--- src/rtl/beam_mask_apply_pkg.sv ---
// Shared constants and types for the beam mask apply block.
package beam_mask_apply_pkg;

  localparam int NBEAMS     = 48;
  localparam int LOW_BEAMS  = 18;
  localparam int HIGH_BEAMS = 30;

  typedef enum logic {
    ST_IDLE    = 1'b0,
    ST_PENDING = 1'b1
  } bm_state_t;

  // Merge the two independently strobed halves of the mask into the shadow.
  function automatic logic [NBEAMS-1:0] merge_shadow(
    input logic [NBEAMS-1:0] cur,
    input logic [NBEAMS-1:0] din,
    input logic [1:0]        wr
  );
    logic [NBEAMS-1:0] res;
    res = cur;
    if (wr[0]) res[LOW_BEAMS-1:0] = din[LOW_BEAMS-1:0];
    if (wr[1]) res[NBEAMS-1:LOW_BEAMS] = din[NBEAMS-1:LOW_BEAMS];
    return res;
  endfunction

endpackage

--- src/rtl/beam_mask_apply.sv ---
// Double-buffered beam suppression mask: shadow writes are transferred to the
// active mask only at a frame marker (or after a timeout), then used to gate triggers.
module beam_mask_apply
  import beam_mask_apply_pkg::*;
#(
  parameter int TIMEOUT_CYCLES = 1024
) (
  input  logic              ifclk,
  input  logic              ifclk_rst_i,
  input  logic [NBEAMS-1:0] beam_mask_i,
  input  logic [1:0]        beam_mask_wr_i,
  input  logic              beam_mask_update_i,
  input  logic              sync_i,
  input  logic [NBEAMS-1:0] beam_trig_i,
  output logic [NBEAMS-1:0] beam_trig_o,
  output logic              trig_any_o,
  output logic [NBEAMS-1:0] active_mask_o,
  output logic              update_pending_o,
  output logic [7:0]        update_count_o,
  output logic              update_overrun_o,
  output logic              sync_timeout_o
);

  localparam int CW = $clog2(TIMEOUT_CYCLES + 1);
  localparam logic [CW-1:0] TIMEOUT_LAST = CW'(TIMEOUT_CYCLES - 1);

  bm_state_t         state_reg;
  logic [CW-1:0]     timeout_cnt_reg;
  logic [NBEAMS-1:0] shadow_reg;
  logic [NBEAMS-1:0] shadow_next;
  logic [NBEAMS-1:0] active_mask_reg;
  logic [NBEAMS-1:0] beam_trig_reg;
  logic              trig_any_reg;
  logic [7:0]        update_count_reg;
  logic              update_overrun_reg;
  logic              sync_timeout_reg;
  logic [NBEAMS-1:0] masked_trig;
  logic              timeout_hit;
  logic              apply;

  // Shadow value including same-cycle writes, so an apply can bypass them.
  assign shadow_next = merge_shadow(shadow_reg, beam_mask_i, beam_mask_wr_i);

  assign timeout_hit = (timeout_cnt_reg == TIMEOUT_LAST);
  assign apply       = (state_reg == ST_PENDING) && (sync_i || timeout_hit);

  always_ff @(posedge ifclk or posedge ifclk_rst_i) begin
    if (ifclk_rst_i) begin
      shadow_reg <= '1;
    end else begin
      shadow_reg <= shadow_next;
    end
  end

  // Control FSM; the strobe cycle itself never applies because state is still IDLE.
  always_ff @(posedge ifclk or posedge ifclk_rst_i) begin
    if (ifclk_rst_i) begin
      state_reg          <= ST_IDLE;
      timeout_cnt_reg    <= '0;
      active_mask_reg    <= '1;
      update_count_reg   <= '0;
      update_overrun_reg <= 1'b0;
      sync_timeout_reg   <= 1'b0;
    end else begin
      case (state_reg)
        ST_IDLE: begin
          if (beam_mask_update_i) begin
            state_reg       <= ST_PENDING;
            timeout_cnt_reg <= '0;
          end
        end
        ST_PENDING: begin
          if (beam_mask_update_i) begin
            update_overrun_reg <= 1'b1;
          end
          if (apply) begin
            state_reg        <= ST_IDLE;
            active_mask_reg  <= shadow_next;
            update_count_reg <= update_count_reg + 8'd1;
            if (!sync_i) begin
              sync_timeout_reg <= 1'b1;
            end
          end else begin
            timeout_cnt_reg <= timeout_cnt_reg + CW'(1);
          end
        end
        default: begin
          state_reg <= ST_IDLE;
        end
      endcase
    end
  end

  genvar gi;
  generate
    for (gi = 0; gi < NBEAMS; gi++) begin : g_mask
      assign masked_trig[gi] = beam_trig_i[gi] & ~active_mask_reg[gi];
    end
  endgenerate

  // Triggers use the mask held before this edge, so the apply cycle sees the old mask.
  always_ff @(posedge ifclk or posedge ifclk_rst_i) begin
    if (ifclk_rst_i) begin
      beam_trig_reg <= '0;
      trig_any_reg  <= 1'b0;
    end else begin
      beam_trig_reg <= masked_trig;
      trig_any_reg  <= |masked_trig;
    end
  end

  assign beam_trig_o      = beam_trig_reg;
  assign trig_any_o       = trig_any_reg;
  assign active_mask_o    = active_mask_reg;
  assign update_pending_o = (state_reg == ST_PENDING);
  assign update_count_o   = update_count_reg;
  assign update_overrun_o = update_overrun_reg;
  assign sync_timeout_o   = sync_timeout_reg;

endmodule
--- config.mk ---
export PLATFORM = sky130hd
export DESIGN_NAME = beam_mask_apply
export DESIGN_NICKNAME = d
export VERILOG_FILES = /design/src/rtl/beam_mask_apply_pkg.sv /design/src/rtl/beam_mask_apply.sv
export SDC_FILE = /design/constraint.sdc
export NUM_CORES = 1
export LEC_CHECK = 0
export CORE_MARGIN = 5
export CORE_UTILIZATION = 47
export CTS_BUF_LIST = sky130_fd_sc_hd__clkbuf_2 sky130_fd_sc_hd__clkbuf_4 sky130_fd_sc_hd__clkbuf_8
export CTS_CLUSTER_DIAMETER = 50
export DETAILED_ROUTE_END_ITERATION = 16
export GPL_TIMING_DRIVEN = 0
export HOLD_SLACK_MARGIN = 0.02
export PLACE_DENSITY = 0.8
export SLEW_MARGIN = 30
export SYNTH_ARGS = -nofsm -noshare
export SYNTH_HDL_FRONTEND = slang
export SYNTH_SLANG_ARGS = --single-unit
--- constraint.sdc ---
create_clock -name ifclk -period 6.7 [get_ports ifclk]
set_input_delay 0.67 -clock ifclk [delete_from_list [all_inputs] [get_ports ifclk]]
set_output_delay 0.67 -clock ifclk [all_outputs]
set_load 0.03 [all_outputs]
[Yosys cells after proc, flatten, opt, wreduce, memory -nomap -nowiden]
Index checks and enable logic that the tools add are counted.
Storage, ports and cells
  register bits: 167
  word-level logic and storage cells: 127
Operators by class
  $add $sub $neg: 2
  equality and inequality tests: 3
  muxes and demuxes: 8
  bitwise operators: 98
  reductions and logical operators: 7
Operators by type and width (count)
  1-bit inverter: 50
  1-bit bitwise AND: 48
  48-bit OR reduction: 1
  30-bit two-way mux: 1
  11-bit two-way mux: 2
  11-bit case mux with 2 select lines: 1
  18-bit two-way mux: 1
  11-bit by 1-bit adder with 11-bit output, second input constant: 1
  11-bit by 10-bit == test with 1-bit output, second input constant: 1
  8-bit by 1-bit adder with 8-bit output, second input constant: 1
  2-bit AND reduction: 3
  2-bit inequality test, second input constant: 2
  3-bit AND reduction: 1
  1-bit two-way mux: 2
  1-bit case mux with 2 select lines: 1
  1-bit logical AND: 1
  1-bit logical OR: 1

[Logic depth before layout (Yosys ltp)]
Gate-level depths: netlist of run 1.
  depth after elaboration: 5
  mapped depth: 7
  depth with buffers taken out: 5

[Worst setup path before layout of run 1]
OpenSTA, ideal clock, no wires.
  kind: input to register
  start point: input beam_mask_wr_i[0]
  end point: register active_mask_reg[0] (netlist: active_mask_o[0])
  data arrival time: 1.957 ns
  data required time: 6.618 ns
  setup slack: 4.660 ns
  cell stages on the path: 4
  path through: clkbuf_1 -> buf_1 -> mux2_2 -> mux2_2
Between the ends
  cells in the longest elaborated chain, start to end: 1
RTL lines
  from (decl): RTL line beam_mask_apply.sv:11  | input logic [1:0] beam_mask_wr_i,
  18-bit two-way mux: RTL line beam_mask_apply_pkg.sv:21  | if (wr[0]) res[LOW_BEAMS-1:0] = din[LOW_BEAMS-1:0];
  net shadow_next[0]: RTL line beam_mask_apply.sv:30  | logic [NBEAMS-1:0] shadow_next;
  to (signal assigned): RTL line beam_mask_apply.sv:78  | active_mask_reg <= shadow_next;
  to (decl): RTL line beam_mask_apply.sv:31  | logic [NBEAMS-1:0] active_mask_reg;
The timed path passes the listed nets, and every way through them passes these cells.
A chain may end at the register's enable or synchronous reset.

[Worst setup path after layout of run 1]
  start point: register active_mask_reg[19] (netlist: active_mask_o[19])
  end point: output active_mask_o[19]
RTL lines
  to (decl): RTL line beam_mask_apply.sv:17  | output logic [NBEAMS-1:0] active_mask_o,
No word-level cell between the ends.

==> results.md, run 1 <==
- Clk_lat worst skew: between 0.4 and 0.5 ns
- DRT antenna net count: 0
- Global router's overall resource usage: 0.202
- Hold Buf Count CTS: 0
- CP Cell Sequence: clkdlybuf4s50_1
- Number of I/O port buffers: 207
- Peak VDD IR: 178 uV
- Core area: 0.0133 sq mm
- Post-Syn Area: 0.00640 sq mm
- Endpoints failing hold: 0
- Seq cells post-synth: 167
- DRC viols: 0
- Crit start category: register
- Cts repair resizes: 0
- Area Growth Syn to Fin: 42.2%
- Row count: 42
- Layout Utilization: 0.685
- Met1 Usage GRT: 0.243
- Clock power frac: 0.221
- WS Path Type: reg -> out
- Share of layout cells above drive strength 1: 0.365
- Max Freq: 423 MHz
- Final Wtd Congestion: 0.807
- Tot Pwr: 3030 uW
- Post-Syn Nets: 524
- Syn Inst Count: between 400 and 500
- FF-to-FF path depth: 6
- Routed wire per std cell: 18.7 microns
- Sw power: between 900 and 1000 uW
- Initial antenna violation count: 0
- Pre-CTS setup slack: 4.18 ns
- Syn avg cell area: 15.2 sq um
- Tmin final: 2.36 ns
- Met3 GRT Util: 0.0471
- Post-synth ARST share: 1.00
- Starting density of the core: 0.481
- Diodes inserted: 0
- Sequential-to-total area share from yosys stat: 0.672
- Slowest cell on the critical path: clkdlybuf4s50_1
- Sequential share of power: 0.463
- DPL Wire Length: 11900 microns
- Grt total ovfl: 0
- P_int: 2040 uW
- Most frequent cells in the layout: clkdlybuf4s50_1, mux2_2, dfstp_2
- Via count of the routed design: approximately 4200
- Crit path buffers/inverters: 1
- I/O pins: 210
- First-pass GRT wire length: between 20000 and 30000 microns
- EDFF count, synth: 0
- CTS tree: yes
- Root Driver: clkbuf_8
- # nets final: 751
- GR Layer Usage met2: 0.343
- Worst flop-to-flop path startpoint: timeout_cnt_reg[0]
- Yosys cell types: just over 40
- DR iter-0 viols: roughly 150
- CTS max path bufs: 2
- Clk slew on worst S/H paths: around 0.080 ns
- Total CTS buffers: 17
- CP Capture Type: output pin
- Busiest grt layer: met2
- Comb power frac: 0.316
- Htree depth: 4
- Setup WS post-layout: 4.34 ns
- Vias in the first global route: 4634
- Fin. max-slew vios: 0
- Final setup vio count: 0
- Buffer count from post-CTS setup fixing: 0
- Crit path depth: 1
- Period utilisation layout: 0.353
- CP arrival: 1.69 ns
- Full die area: 0.0161 sq mm
- Min-Delay Path Class: reg -> reg
- Final instance area: 0.00910 sq mm
- Power Density: 333 mW/mm^2
- CP required: about 6.0 ns
- Max stage delay on crit path: 0.69 ns
- RR Endpoint: update_count_o[1]
- Worst slew pin tran: roughly 0.7 ns
- Maximum number of pins on one net before global-route repair: between 100 and 150
- RSZ-0062 raised after global routing: false
- Leading register cell type out of synthesis: dfstp_2
- Most common cell after layout, fill and taps aside: clkdlybuf4s50_1
- Area share of the largest cell type after synthesis: 0.394
- Total of max-cap violations: 0
- Die X: 127 microns
- Sw Share: 0.326
- Worst setup path end: active_mask_o[19]
- Clk sinks: around 170
- R2r setup slk: 4.42 ns
- Crit path max-delay family: buffers and inverters
- Yosys warns: 0
- Area post-placement: ~0.0087 sq mm
- Outcome: completed
- Top cells by area, synth: dfstp_2, dfrtp_1, mux2_2
- Static leakage: 0.00364 uW
- Worst setup path start: active_mask_o[19]
- Vias per cell: 5.08
- Slew margin rel.: 0.540
- Synth area leader: dfstp_2
- Crit-path max FO: 3
- First-pass DRT Iterations: 4
- Clock skew: about 0.010 ns
- Final wirelength: 15600 microns
- Die H: 127 microns
==> cells in the mapped netlist (all sizes together) (2+ instances only) <==
master and number:
and3 4, a21o 2, dfstp 96, clkbuf 5, nand2b 2, a22o 2, nor2b 49, nand4 10
nand2 10, o21ai 3, and2 2, nor2 3, nand3 12, inv 5, mux2 97, buf 8
dfrtp 71, nor3 2, ha 2, xnor2 6, nor4 12, o221ai 2
==> cells by family after synthesis <==
group                      after synthesis  synth area share
AOI/OAI and AO/OA                       16            0.0231
xor gates and xnor gates                 7           0.00958
adders and majority gates                2           0.00391
buffers and inverters                   18            0.0131
DFF                                    167             0.672
muxes                                   98             0.172
and+or+nand+nor                        112             0.107
==> layer usage <==
metal | vias up | share of wire
li1 | 1939 | -
met1 | 2131 | 0.39
met2 | 139 | 0.52
met3 | 40 | 0.052
met4 | 0 | 0.033
met5 | - | 0
==> stage by stage <==
stage / instances / hold WS, ns / TNS (ns)
final: 836 / 0.458 / 0
after global routing: 836 / 0.479 / 0
after CTS: 836 / 0.465 / 0
after detailed placement: 804 / 0.446 / 0
after global placement: 803 / 0.442 / -14.67
after floorplan: 420 / 0.490 / 0
==> power groups by stage <==
stage	Sequential [uW]	Combinational [uW]	Clock (uW)
floorplan	1690	239	0
global placement	1410	949	0
detailed placement	1430	969	0
CTS	1410	971	691
global route	1430	1010	736
finish	1410	958	669
==> final cells by class <==
class | instances | area (sq um)
clock buffers | 24 | 299
plain buffers | 13 | 65.1
inverters | 5 | 26.3
flip-flops and latches | 167 | 4300
well taps | 176 | 220
clock inverters | 8 | 73.8
multi-input cells | 235 | 2020
fillers | 953 | 4190
repair buffers | 208 | 2100
==> worst min path at each step <==
stage	slack [ns]	startpoint	cells after the start	to
2_1_floorplan	0.49	timeout_cnt_reg[10]	2	timeout_cnt_reg[10]
3_3_place_gp	0.44	sync_timeout_o	1	sync_timeout_o
3_5_place_dp	0.45	sync_timeout_o	1	sync_timeout_o
4_1_cts	0.46	sync_timeout_o	1	sync_timeout_o
5_1_grt	0.48	sync_timeout_o	1	sync_timeout_o
6_report	0.46	sync_timeout_o	1	sync_timeout_o
Note: power is estimated with default switching activity, not from simulation.
==> inputs of run 2 (changes only) <==
Clock period 6.7 ns to 2.4 ns, I/O delays scaled along.
==> run 2 against run 1 <==
Effect of this change: hold slack lost 0.29 ns; power rose to 2.9 times the previous value; design area rose by 1.9%; combinational power increased to 2.8 times the previous value; core utilization rose by 1.3 points; critical endpoint is now active_mask_o[10]; register-to-register slack lost 4.3 ns; critical path type is now reg -> reg; worst setup slack worse by 4.2 ns.
==> results.md, run 2 (synthesis gave the netlist of run 1 again) <==
- Vias in the first global route: 4699
- Hold Buf Count CTS: 0
- First-pass DRT Iterations: 5
- Crit start category: register
- Core area: 0.0133 sq mm
- Number of I/O port buffers: 207
- Routed wire per std cell: 19.0 microns
- DPL Wire Length: about 12000 microns
- Max stage delay on crit path: between 0.4 and 0.5 ns
- Final setup vio count: 0
- Most common cell after layout, fill and taps aside: clkdlybuf4s50_1
- Clk sinks: 167
- Endpoints failing hold: 0
- Sw power: between 2000 and 3000 uW
- Final instance area: 0.00927 sq mm
- Die H: 127 microns
- Die X: roughly 130 microns
- Clock skew: 0.0133 ns
- Final Wtd Congestion: 0.806
- Area post-placement: around 0.0088 sq mm
- Static leakage: roughly 0.0037 uW
- CTS tree: yes
- Initial antenna violation count: 0
- P_int: 5950 uW
- Max Freq: 439 MHz
- Htree depth: 4
- I/O pins: 210
- Worst slew pin tran: between 0.6 and 0.7 ns
- Total of max-cap violations: 0
- Outcome: completed
- WS Path Type: reg -> reg
- RSZ-0062 raised after global routing: false
- Slowest cell on the critical path: dfrtp_1
- Row count: 42
- Comb power frac: 0.308
- Grt total ovfl: 0
- Final wirelength: 15900 microns
- RR Endpoint: active_mask_o[10]
- Via count of the routed design: 4262
- Global router's overall resource usage: 0.204
- Crit path buffers/inverters: 2
- CP required: 2.76 ns
- Clock power frac: 0.247
- Period utilisation layout: 0.948
- Peak VDD IR: ~580 uV
- Worst flop-to-flop path startpoint: timeout_cnt_reg[0]
- Fin. max-slew vios: 0
- Crit path max-delay family: buffers and inverters
- Area Growth Syn to Fin: 44.9%
- Sw Share: 0.324
- DR iter-0 viols: 149
- Sequential share of power: 0.445
- Starting density of the core: 0.481
- Setup WS post-layout: between 0.1 and 0.15 ns
- Clk slew on worst S/H paths: 0.09 ns
- # nets final: 756
- DRC viols: 0
- CP Capture Type: register
- Slew margin rel.: 0.550
- Tmin final: 2.28 ns
- Crit-path max FO: 10
- Most frequent cells in the layout: clkdlybuf4s50_1, mux2_2, dfstp_2
- Multi-input gate area: 0.00202 sq mm
- Maximum number of pins on one net before global-route repair: 31
- Full die area: 0.0161 sq mm
- Root Driver: clkbuf_8
- Top cell by count, worst path: buf_4
- Layout Utilization: 0.697
- Pre-CTS setup slack: just under 0.06 ns
- Cts repair resizes: 0
- CP arrival: about 2.6 ns
- R2r setup slk: 0.12 ns
- Buffer count from post-CTS setup fixing: 0
- First-pass GRT wire length: 25500 microns
- Share of layout cells above drive strength 1: 0.370
- Power Density: 948 mW/mm^2
- Total CTS buffers: 17
- DRT antenna net count: 0
- Vias per cell: 5.07
- Register area: 0.00430 sq mm
- CTS max path bufs: 2
- CP Cell Sequence: ha_1, nand4_4, o31ai_4, buf_4, buf_4, mux2_2
- Diodes inserted: 0
- FF-to-FF path depth: 6
- Clk_lat worst skew: approximately 0.44 ns
- Min-Delay Path Class: in -> async
- Fill cells: about 940
run 2: changes by cell type in the layout (fill, tap and decap cells not counted), moves of 2 or more:
| cell | change |
|---|---|
| clkinv_2 | -3 |
| clkinv_4 | +3 |
| buf_12 | +4 |
| clkbuf_4 | -4 |
| clkbuf_8 | -2 |
| clkinvlp_4 | +3 |
| bufinv_16 | +3 |
run 2: power by group through the flow:
| stage | Combinational, uW | Clock [uW] | Sequential [uW] |
|---|---|---|---|
| global route | 2850 | 2340 | 3990 |
| CTS | 2740 | 2220 | 3920 |
| global placement | 2650 | 0 | 3940 |
| floorplan | 668 | 0 | 4730 |
| finish | 2710 | 2170 | 3910 |
| detailed placement | 2730 | 0 | 3970 |
run 2: worst max-delay path by stage:
| stage | to | depth (start not counted) | start | slack [ns] |
|---|---|---|---|---|
| finish | active_mask_o[10] | 6 | timeout_cnt_reg[0] | 0.12 |
| global route | active_mask_o[10] | 6 | timeout_cnt_reg[0] | 0.04 |
| CTS | active_mask_o[10] | 6 | timeout_cnt_reg[0] | 0.03 |
| detailed placement | active_mask_o[4] | 6 | timeout_cnt_reg[0] | 0.06 |
| global placement | beam_trig_o[29] | 2 | ifclk_rst_i | -1.11 |
| floorplan | beam_trig_o[0] | 1 | ifclk_rst_i | 0.11 |
run 2: through the flow:
| stage | power, uW | hold slack, ns | cells | setup TNS, ns |
|---|---|---|---|---|
| 4_1_cts | 8890 | 0.157 | 841 | 0 |
| 6_report | 8790 | 0.167 | 841 | 0 |
| 3_3_place_gp | 6590 | 0.441 | 803 | -116.23 |
| 3_5_place_dp | 6700 | 0.451 | 809 | 0 |
| 5_1_grt | 9190 | 0.184 | 841 | 0 |
| 2_1_floorplan | 5400 | 0.361 | 420 | 0 |
run 2: cell type report:
type / instances / area share
clock buffers: 18 / 0.0260
well taps: 176 / 0.0237
repair buffers: 213 / 0.238
plain buffers: 13 / 0.00702
flip-flops and latches: 167 / 0.464
inverters: 5 / 0.00243
clock inverters: 14 / 0.0215
multi-input cells: 235 / 0.218
run 2: per-layer routing:
metal	vias up	global-route usage	part of all wire
met5	-	0	0
met4	0	0.0839	0.024
met3	29	0.0387	0.047
met2	132	0.365	0.54
met1	2153	0.242	0.39
li1	1948	-	-
